**config.mk**
```make
export PLATFORM = sky130hd
export DESIGN_NAME = adder_share_arb
export DESIGN_NICKNAME = d
export VERILOG_FILES = /design/src/rtl/adder_share_pkg.sv /design/src/rtl/adder_share_arb_rr_arbiter.sv /design/src/rtl/hybridadder32.sv /design/src/rtl/adder_share_arb.sv
export SDC_FILE = /design/constraint.sdc
export NUM_CORES = 1
export LEC_CHECK = 0
export BUFFER_PORTS_ARGS = -buffer_cell sky130_fd_sc_hd__buf_2
export CAP_MARGIN = 20
export CORE_UTILIZATION = 49
export CTS_BUF_LIST = sky130_fd_sc_hd__clkbuf_4
export DETAILED_ROUTE_END_ITERATION = 12
export GPL_ROUTABILITY_DRIVEN = 0
export GPL_TIMING_DRIVEN = 0
export PLACE_DENSITY = 0.81
export SKIP_CTS_REPAIR_TIMING = 1
export SLEW_MARGIN = 20
export SYNTH_ARGS = -nofsm -noshare
export SYNTH_HDL_FRONTEND = slang
export SYNTH_HIERARCHICAL = 1
export SYNTH_SLANG_ARGS = --single-unit
```
**constraint.sdc**
```tcl
create_clock -name clk -period 4 [get_ports clk]
set_input_delay 0.2 -clock clk [delete_from_list [all_inputs] [get_ports clk]]
set_output_delay 0.2 -clock clk [all_outputs]
set_load 0.03 [all_outputs]
```
**src/rtl/adder_share_pkg.sv**
```systemverilog
// Shared types and helpers for the adder-sharing arbiter.
// ADDSHARE_COUT_EN adds the carry-out field to rsp_t.
package adder_share_pkg;

  localparam int DATA_W   = 32;
  localparam int ID_MAX_W = 4;

  typedef struct packed {
    logic [DATA_W-1:0]   a;
    logic [DATA_W-1:0]   b;
    logic [ID_MAX_W-1:0] id;
  } op_t;

  typedef struct packed {
    logic [DATA_W-1:0]   sum;
    logic [ID_MAX_W-1:0] id;
`ifdef ADDSHARE_COUT_EN
    logic                cout;
`endif
  } rsp_t;

  // Carry out of the MSB recovered from the operand MSBs and the sum MSB.
  function automatic logic carry_msb(input logic a_msb, input logic b_msb, input logic s_msb);
    return (a_msb & b_msb) | ((a_msb ^ b_msb) & ~s_msb);
  endfunction

endpackage

```
**src/rtl/adder_share_arb_rr_arbiter.sv**
```systemverilog
// Round-robin arbiter: search from ptr with wrap, one-hot grant gated by en,
// and the next pointer value (advances past the winner only on a transfer).
module rr_arbiter #(
  parameter  int NREQ = 4,
  localparam int IDW  = $clog2(NREQ)
) (
  input  logic [NREQ-1:0] req,
  input  logic [IDW-1:0]  ptr,
  input  logic            en,
  output logic [NREQ-1:0] gnt,
  output logic [IDW-1:0]  gnt_idx,
  output logic [IDW-1:0]  ptr_nxt
);

  int unsigned idx;
  logic        found;

  always_comb begin
    found   = 1'b0;
    idx     = 0;
    gnt_idx = '0;
    gnt     = '0;
    ptr_nxt = ptr;
    for (int unsigned i = 0; i < NREQ; i++) begin
      idx = 32'(ptr) + i;
      if (idx >= NREQ) idx = idx - NREQ;
      if (!found && req[IDW'(idx)]) begin
        found   = 1'b1;
        gnt_idx = IDW'(idx);
      end
    end
    if (found && en) begin
      gnt[gnt_idx] = 1'b1;
      ptr_nxt      = (32'(gnt_idx) == NREQ - 1) ? '0 : gnt_idx + 1'b1;
    end
  end

endmodule

```
**src/rtl/hybridadder32.sv**
```systemverilog
// 32-bit parallel-prefix (Kogge-Stone) adder, carry-in 0, sum only.
module hybridadder32 (
  input  logic [31:0] a,
  input  logic [31:0] b,
  output logic [31:0] sum
);

  logic [31:0] g [0:5];
  logic [31:0] p [0:4];

  assign g[0] = a & b;
  assign p[0] = a ^ b;

  // Shifted-in zeros kill g, shifted-in ones let the low p bits pass through.
  for (genvar l = 0; l < 5; l++) begin : g_lvl
    assign g[l+1] = g[l] | (p[l] & (g[l] << (1 << l)));
    if (l < 4) begin : g_prop
      assign p[l+1] = p[l] & ((p[l] << (1 << l)) | ~(32'hFFFF_FFFF << (1 << l)));
    end
  end

  assign sum = p[0] ^ {g[5][30:0], 1'b0};

endmodule

```
**src/rtl/adder_share_arb.sv**
```systemverilog
// Shares one hybridadder32 among NREQ requesters via a two-stage pipeline.
// Define ADDSHARE_COUT_EN to add the registered rsp_cout output.
module adder_share_arb
  import adder_share_pkg::*;
#(
  parameter  int NREQ = 4,
  localparam int IDW  = $clog2(NREQ)
) (
  input  logic                   clk,
  input  logic                   rst_n,
  input  logic [NREQ-1:0]        req_valid,
  output logic [NREQ-1:0]        req_ready,
  input  logic [NREQ*DATA_W-1:0] req_a,
  input  logic [NREQ*DATA_W-1:0] req_b,
  output logic                   rsp_valid,
  input  logic                   rsp_ready,
  output logic [DATA_W-1:0]      rsp_sum,
  output logic [IDW-1:0]         rsp_id,
`ifdef ADDSHARE_COUT_EN
  output logic                   rsp_cout,
`endif
  output logic                   busy
);

  logic              s1_valid;
  logic [DATA_W-1:0] s1_a, s1_b;
  logic [IDW-1:0]    s1_id;
  logic [IDW-1:0]    ptr, ptr_nxt, gnt_idx;
  logic [NREQ-1:0]   gnt;
  logic              s2_load, s1_open, xfer;
  logic [DATA_W-1:0] sel_a, sel_b, add_sum;

  assign s2_load   = s1_valid && (!rsp_valid || rsp_ready);
  assign s1_open   = !s1_valid || s2_load;
  assign req_ready = gnt;
  assign xfer      = |(req_valid & gnt);
  assign busy      = s1_valid | rsp_valid;

  rr_arbiter #(.NREQ(NREQ)) u_arb (
    .req     (req_valid),
    .ptr     (ptr),
    .en      (s1_open),
    .gnt     (gnt),
    .gnt_idx (gnt_idx),
    .ptr_nxt (ptr_nxt)
  );

  always_comb begin
    sel_a = '0;
    sel_b = '0;
    for (int unsigned i = 0; i < NREQ; i++) begin
      if (gnt_idx == IDW'(i)) begin
        sel_a = req_a[i*DATA_W +: DATA_W];
        sel_b = req_b[i*DATA_W +: DATA_W];
      end
    end
  end

  hybridadder32 u_add (
    .a   (s1_a),
    .b   (s1_b),
    .sum (add_sum)
  );

  always_ff @(posedge clk or negedge rst_n) begin
    if (!rst_n) ptr <= '0;
    else        ptr <= ptr_nxt;
  end

  always_ff @(posedge clk or negedge rst_n) begin
    if (!rst_n) begin
      s1_valid <= 1'b0;
      s1_a     <= '0;
      s1_b     <= '0;
      s1_id    <= '0;
    end else if (xfer) begin
      s1_valid <= 1'b1;
      s1_a     <= sel_a;
      s1_b     <= sel_b;
      s1_id    <= gnt_idx;
    end else if (s2_load) begin
      s1_valid <= 1'b0;
    end
  end

  always_ff @(posedge clk or negedge rst_n) begin
    if (!rst_n) begin
      rsp_valid <= 1'b0;
      rsp_sum   <= '0;
      rsp_id    <= '0;
`ifdef ADDSHARE_COUT_EN
      rsp_cout  <= 1'b0;
`endif
    end else if (s2_load) begin
      rsp_valid <= 1'b1;
      rsp_sum   <= add_sum;
      rsp_id    <= s1_id;
`ifdef ADDSHARE_COUT_EN
      rsp_cout  <= carry_msb(s1_a[DATA_W-1], s1_b[DATA_W-1], add_sum[DATA_W-1]);
`endif
    end else if (rsp_ready) begin
      rsp_valid <= 1'b0;
    end
  end

endmodule

```
==> parameters.txt <==
Parameter                              Value

Clock tree
  Clock Sink Count ... about 100
  Buffer levels on the longest clock path ... 2
  Clock Root Buffer ... sky130_fd_sc_hd__clkbuf_4
  Clock latency of the later-clocked register in the worst-skew pair ... 0.46 ns
  H-tree levels ... 3
  Clock buffer count from CTS ... 9
  CTS tree ... done
  Clock-pin slew on the worst setup and hold paths ... 0.15 ns

Logic synthesis
  Synthesized netlist cell count ... between 500 and 600
  Register bit total from synthesis ... ~100
  Syn_area_per_cell ... ~13 um^2
  Top cells by area, synth ... sky130_fd_sc_hd__dfrtp_1, sky130_fd_sc_hd__mux4_2, sky130_fd_sc_hd__mux2_2, sky130_fd_sc_hd__ha_1, sky130_fd_sc_hd__a21oi_1
  Number of distinct library cells after synthesis ... 57
  Post-synth top area share ... 0.3591
  Flip-flop cell with the highest count after synthesis ... sky130_fd_sc_hd__dfrtp_1
  Number of enable flip-flop cells after synthesis ... 0
  Largest area contributor in the netlist ... sky130_fd_sc_hd__dfrtp_1
  Area of the mapped netlist ... 7247 um^2
  Synthesized net count ... roughly 860
  Sequential cell area fraction in the yosys report ... 0.3591
  Async set-reset flop share out of synthesis ... 1.000
  Yosys warnings ... 6

Power and ir drop
  Overall power of the completed layout ... just under 9000 uW
  Leakage power ... 0.004255 uW
  Pwr Density ... roughly 950 nW/um^2
  Worst supply voltage drop on vdd ... between 0.0004 and 0.0005 V

Setup path
  End of the critical path ... rsp_sum[28]
  Category of the most critical setup path ... reg2reg
  Kind of end point of the critical path ... flop
  Largest fanout of any net on the critical path ... 4
  Worst reg2reg path depth ... 11
  Signal arrival time at the worst endpoint ... roughly 3.8 ns
  Startpoint of the worst register-to-register path ... s1_a[0]
  Type of origin of the critical path ... flop
  Origin of the worst setup path ... s1_a[0]
  Endpoint of the worst register-to-register path ... rsp_sum[28]
  Crit path required time ... ~4.4 ns
  Setup slack on the worst flop-to-flop path ... just over 0.6 ns

Global routing
  Antenna violations before repair ... 1
  Largest net degree at the start of global routing ... 64
  Total gr overflow ... 0
  Number of global-route vias before repair ... approximately 6000
  Global-route wire length before repair ... 29570 um
  Global-route usage over all layers ... 0.2587

Layout
  Signed area change from the synthesized netlist to the final layout ... 26.14%
  Fraction of final layout cells sized beyond drive strength 1 ... 0.5797
  Number of nets in the layout ... between 1000 and 1500
  Number of non-filler instances in the completed layout ... 1070
  Commonest cells after routing, fill and taps aside ... sky130_fd_sc_hd__buf_2, sky130_fd_sc_hd__dfrtp_1, sky130_fd_sc_hd__mux2_2
  Most common cell after layout, fill and taps aside ... sky130_fd_sc_hd__buf_2

Place
  Estimated wirelength of the detail-placed design ... around 16000 um
  Worst Setup Slack post-DPL ... ~0.64 ns
  Count of input and output buffers ... 302
  Placed Instances ... ~1100

Routing
  Total via count after detailed routing ... roughly 6000
  DRC violations left ... 0
  DRT antenna net count ... 0
  Vias per std cell ... between 5 and 6
  DR pass1 iterations ... 5
  Total Routed Length ... 19230 um
  Detail-routed net length per standard cell ... about 18 um
  Number of violations reported at the end of detailed-routing iteration 0 ... approximately 290

STA
  Slew at the pin closest to its max-slew limit ... between 0.7 and 0.8 ns
  Maximum clock frequency ... about 290 MHz
  Clock period minus final worst setup slack ... around 3.4 ns
  Period utilization ... 0.8490
  Remaining max-slew budget at the tightest pin ... 0.5048
  Unrepaired setup endpoints after global routing ... false
  Smallest setup slack after layout ... between 0.6 and 0.7 ns
  Count of final hold-check violations ... 0
  Pins over their slew limit ... 0
  Post-route clock skew ... between 0.01 and 0.015 ns
  Number of failing setup endpoints in the final timing report ... 0
  Summed negative setup slack over all endpoints ... 0 ns

Flow run
  MaxCap Viol Count ... 0

Hold path
  Type of the most critical hold path ... in2reg

Floorplan
  Die extent in y ... around 120 um
  Starting utilization of the core area ... 0.5005
  Number of core rows ... between 40 and 50
  Total Die Area ... between 15000 and 20000 um^2
  Top-level port count ... 303
  Die outline width ... ~120 um
  Placeable core region ... ~14000 um^2

Status
  Status ... completed
## power breakdown
group / switching (uW) / total, uW / internal, uW
Clock: 352 / 475 / 123
Sequential: 341 / 1980 / 1630
Combinational: 3240 / 6220 / 2970
Total: 3940 / 8670 / 4730
## layout make-up
cell class / count / area, um^2
Tap cell: 184 / 230.2
Multi-Input combinational cell: 421 / 4427
Sequential cell: 104 / 2603
Fill cell: 1210 / 5338
Clock inverter: 7 / 38.79
Clock buffer: 9 / 67.56
Timing Repair Buffer: 304 / 1555
Inverter: 9 / 33.78
Buffer: 31 / 183.9
Antenna cell: 1 / 2.502
## synthesized netlist by cell type, types with 2 or more instances
| cell type | number |
|---|---|
| sky130_fd_sc_hd__dfrtp_1 | 104 |
| sky130_fd_sc_hd__mux2_2 | 100 |
| sky130_fd_sc_hd__mux4_2 | 64 |
| sky130_fd_sc_hd__ha_1 | 32 |
| sky130_fd_sc_hd__a21oi_1 | 30 |
| sky130_fd_sc_hd__nand2_1 | 23 |
| sky130_fd_sc_hd__nor2_1 | 21 |
| sky130_fd_sc_hd__xnor2_1 | 17 |
| sky130_fd_sc_hd__buf_2 | 16 |
| sky130_fd_sc_hd__o21ai_0 | 15 |
| sky130_fd_sc_hd__a21o_1 | 13 |
| sky130_fd_sc_hd__nand3_1 | 10 |
| sky130_fd_sc_hd__inv_1 | 9 |
| sky130_fd_sc_hd__xor2_1 | 9 |
| sky130_fd_sc_hd__nand2b_1 | 7 |
| sky130_fd_sc_hd__nor2b_1 | 7 |
| sky130_fd_sc_hd__nor3_1 | 7 |
| sky130_fd_sc_hd__buf_6 | 6 |
| sky130_fd_sc_hd__clkbuf_1 | 6 |
| sky130_fd_sc_hd__nand4_1 | 6 |
| sky130_fd_sc_hd__o21bai_1 | 5 |
| sky130_fd_sc_hd__o21a_1 | 4 |
| sky130_fd_sc_hd__a211oi_1 | 3 |
| sky130_fd_sc_hd__a22oi_1 | 3 |
| sky130_fd_sc_hd__and2_1 | 3 |
| sky130_fd_sc_hd__and4_1 | 3 |
| sky130_fd_sc_hd__o22ai_1 | 3 |
| sky130_fd_sc_hd__o31ai_1 | 3 |
| sky130_fd_sc_hd__a221oi_1 | 2 |
| sky130_fd_sc_hd__a221oi_4 | 2 |
| sky130_fd_sc_hd__a31oi_1 | 2 |
| sky130_fd_sc_hd__and3_1 | 2 |
| sky130_fd_sc_hd__clkbuf_2 | 2 |
| sky130_fd_sc_hd__o21ai_1 | 2 |
| sky130_fd_sc_hd__o32a_1 | 2 |
## kinds of logic after synthesis
kind of cell / count (synthesis) / share of synthesized area
and+or+nand+nor: 98 / 0.07079
buffers and inverters: 40 / 0.03004
adders and majority gates: 33 / 0.05801
muxes: 165 / 0.3558
DFF: 104 / 0.3591
xor gates and xnor gates: 26 / 0.03142
AOI/OAI and AO/OA: 99 / 0.09479
## per-stage QoR
stage	hold WS, ns	utilization	instance area, um^2
after CTS	-0.3808	0.6305	9129
after detailed placement	0.1470	0.6231	9022
final	0.03449	0.6314	9141
after global placement	0.4834	0.6208	8989
after global routing	0.01401	0.6314	9141
after floorplan	-0.09559	-	7247
## layer usage
layer | track usage | up-vias | share of wire
met5 | 0 | - | 0
met2 | 0.4427 | 219 | 0.50
met3 | 0.03434 | 24 | 0.047
met1 | 0.3418 | 2959 | 0.43
met4 | 0.07756 | 0 | 0.019
li1 | - | 2838 | -
## flip-flops by register name, indices dropped and copies added (netlist names)
name / count
ptr: 2
rsp_id: 2
rsp_sum: 32
rsp_valid: 1
s1_a: 32
s1_b: 32
s1_id: 2
s1_valid: 1
## worst max-delay path, stage by stage, from the launching register on
cell	delay, ns
sky130_fd_sc_hd__dfrtp_1	0.43
sky130_fd_sc_hd__ha_1	0.23
sky130_fd_sc_hd__fa_1	0.40
sky130_fd_sc_hd__a21o_1	0.24
sky130_fd_sc_hd__a221oi_4	0.32
sky130_fd_sc_hd__or3_2	0.22
sky130_fd_sc_hd__nand3_4	0.11
sky130_fd_sc_hd__a221oi_4	0.39
sky130_fd_sc_hd__o21ai_2	0.15
sky130_fd_sc_hd__or4_1	0.39
sky130_fd_sc_hd__and3_1	0.16
sky130_fd_sc_hd__mux2_2	0.26
## worst min-delay path by stage
stage	startpoint	endpoint	slack, ns	cells after the start
global placement	rsp_sum[1]	rsp_sum[1]	0.48	1
floorplan	rst_n	ptr[0]	-0.1	0
detailed placement	rst_n	s1_a[31]	0.15	1
finish	rsp_ready	rsp_valid	0.03	3
global route	rsp_ready	rsp_valid	0.01	3
CTS	rst_n	s1_a[31]	-0.38	1
(Power assumes the default switching activity.)
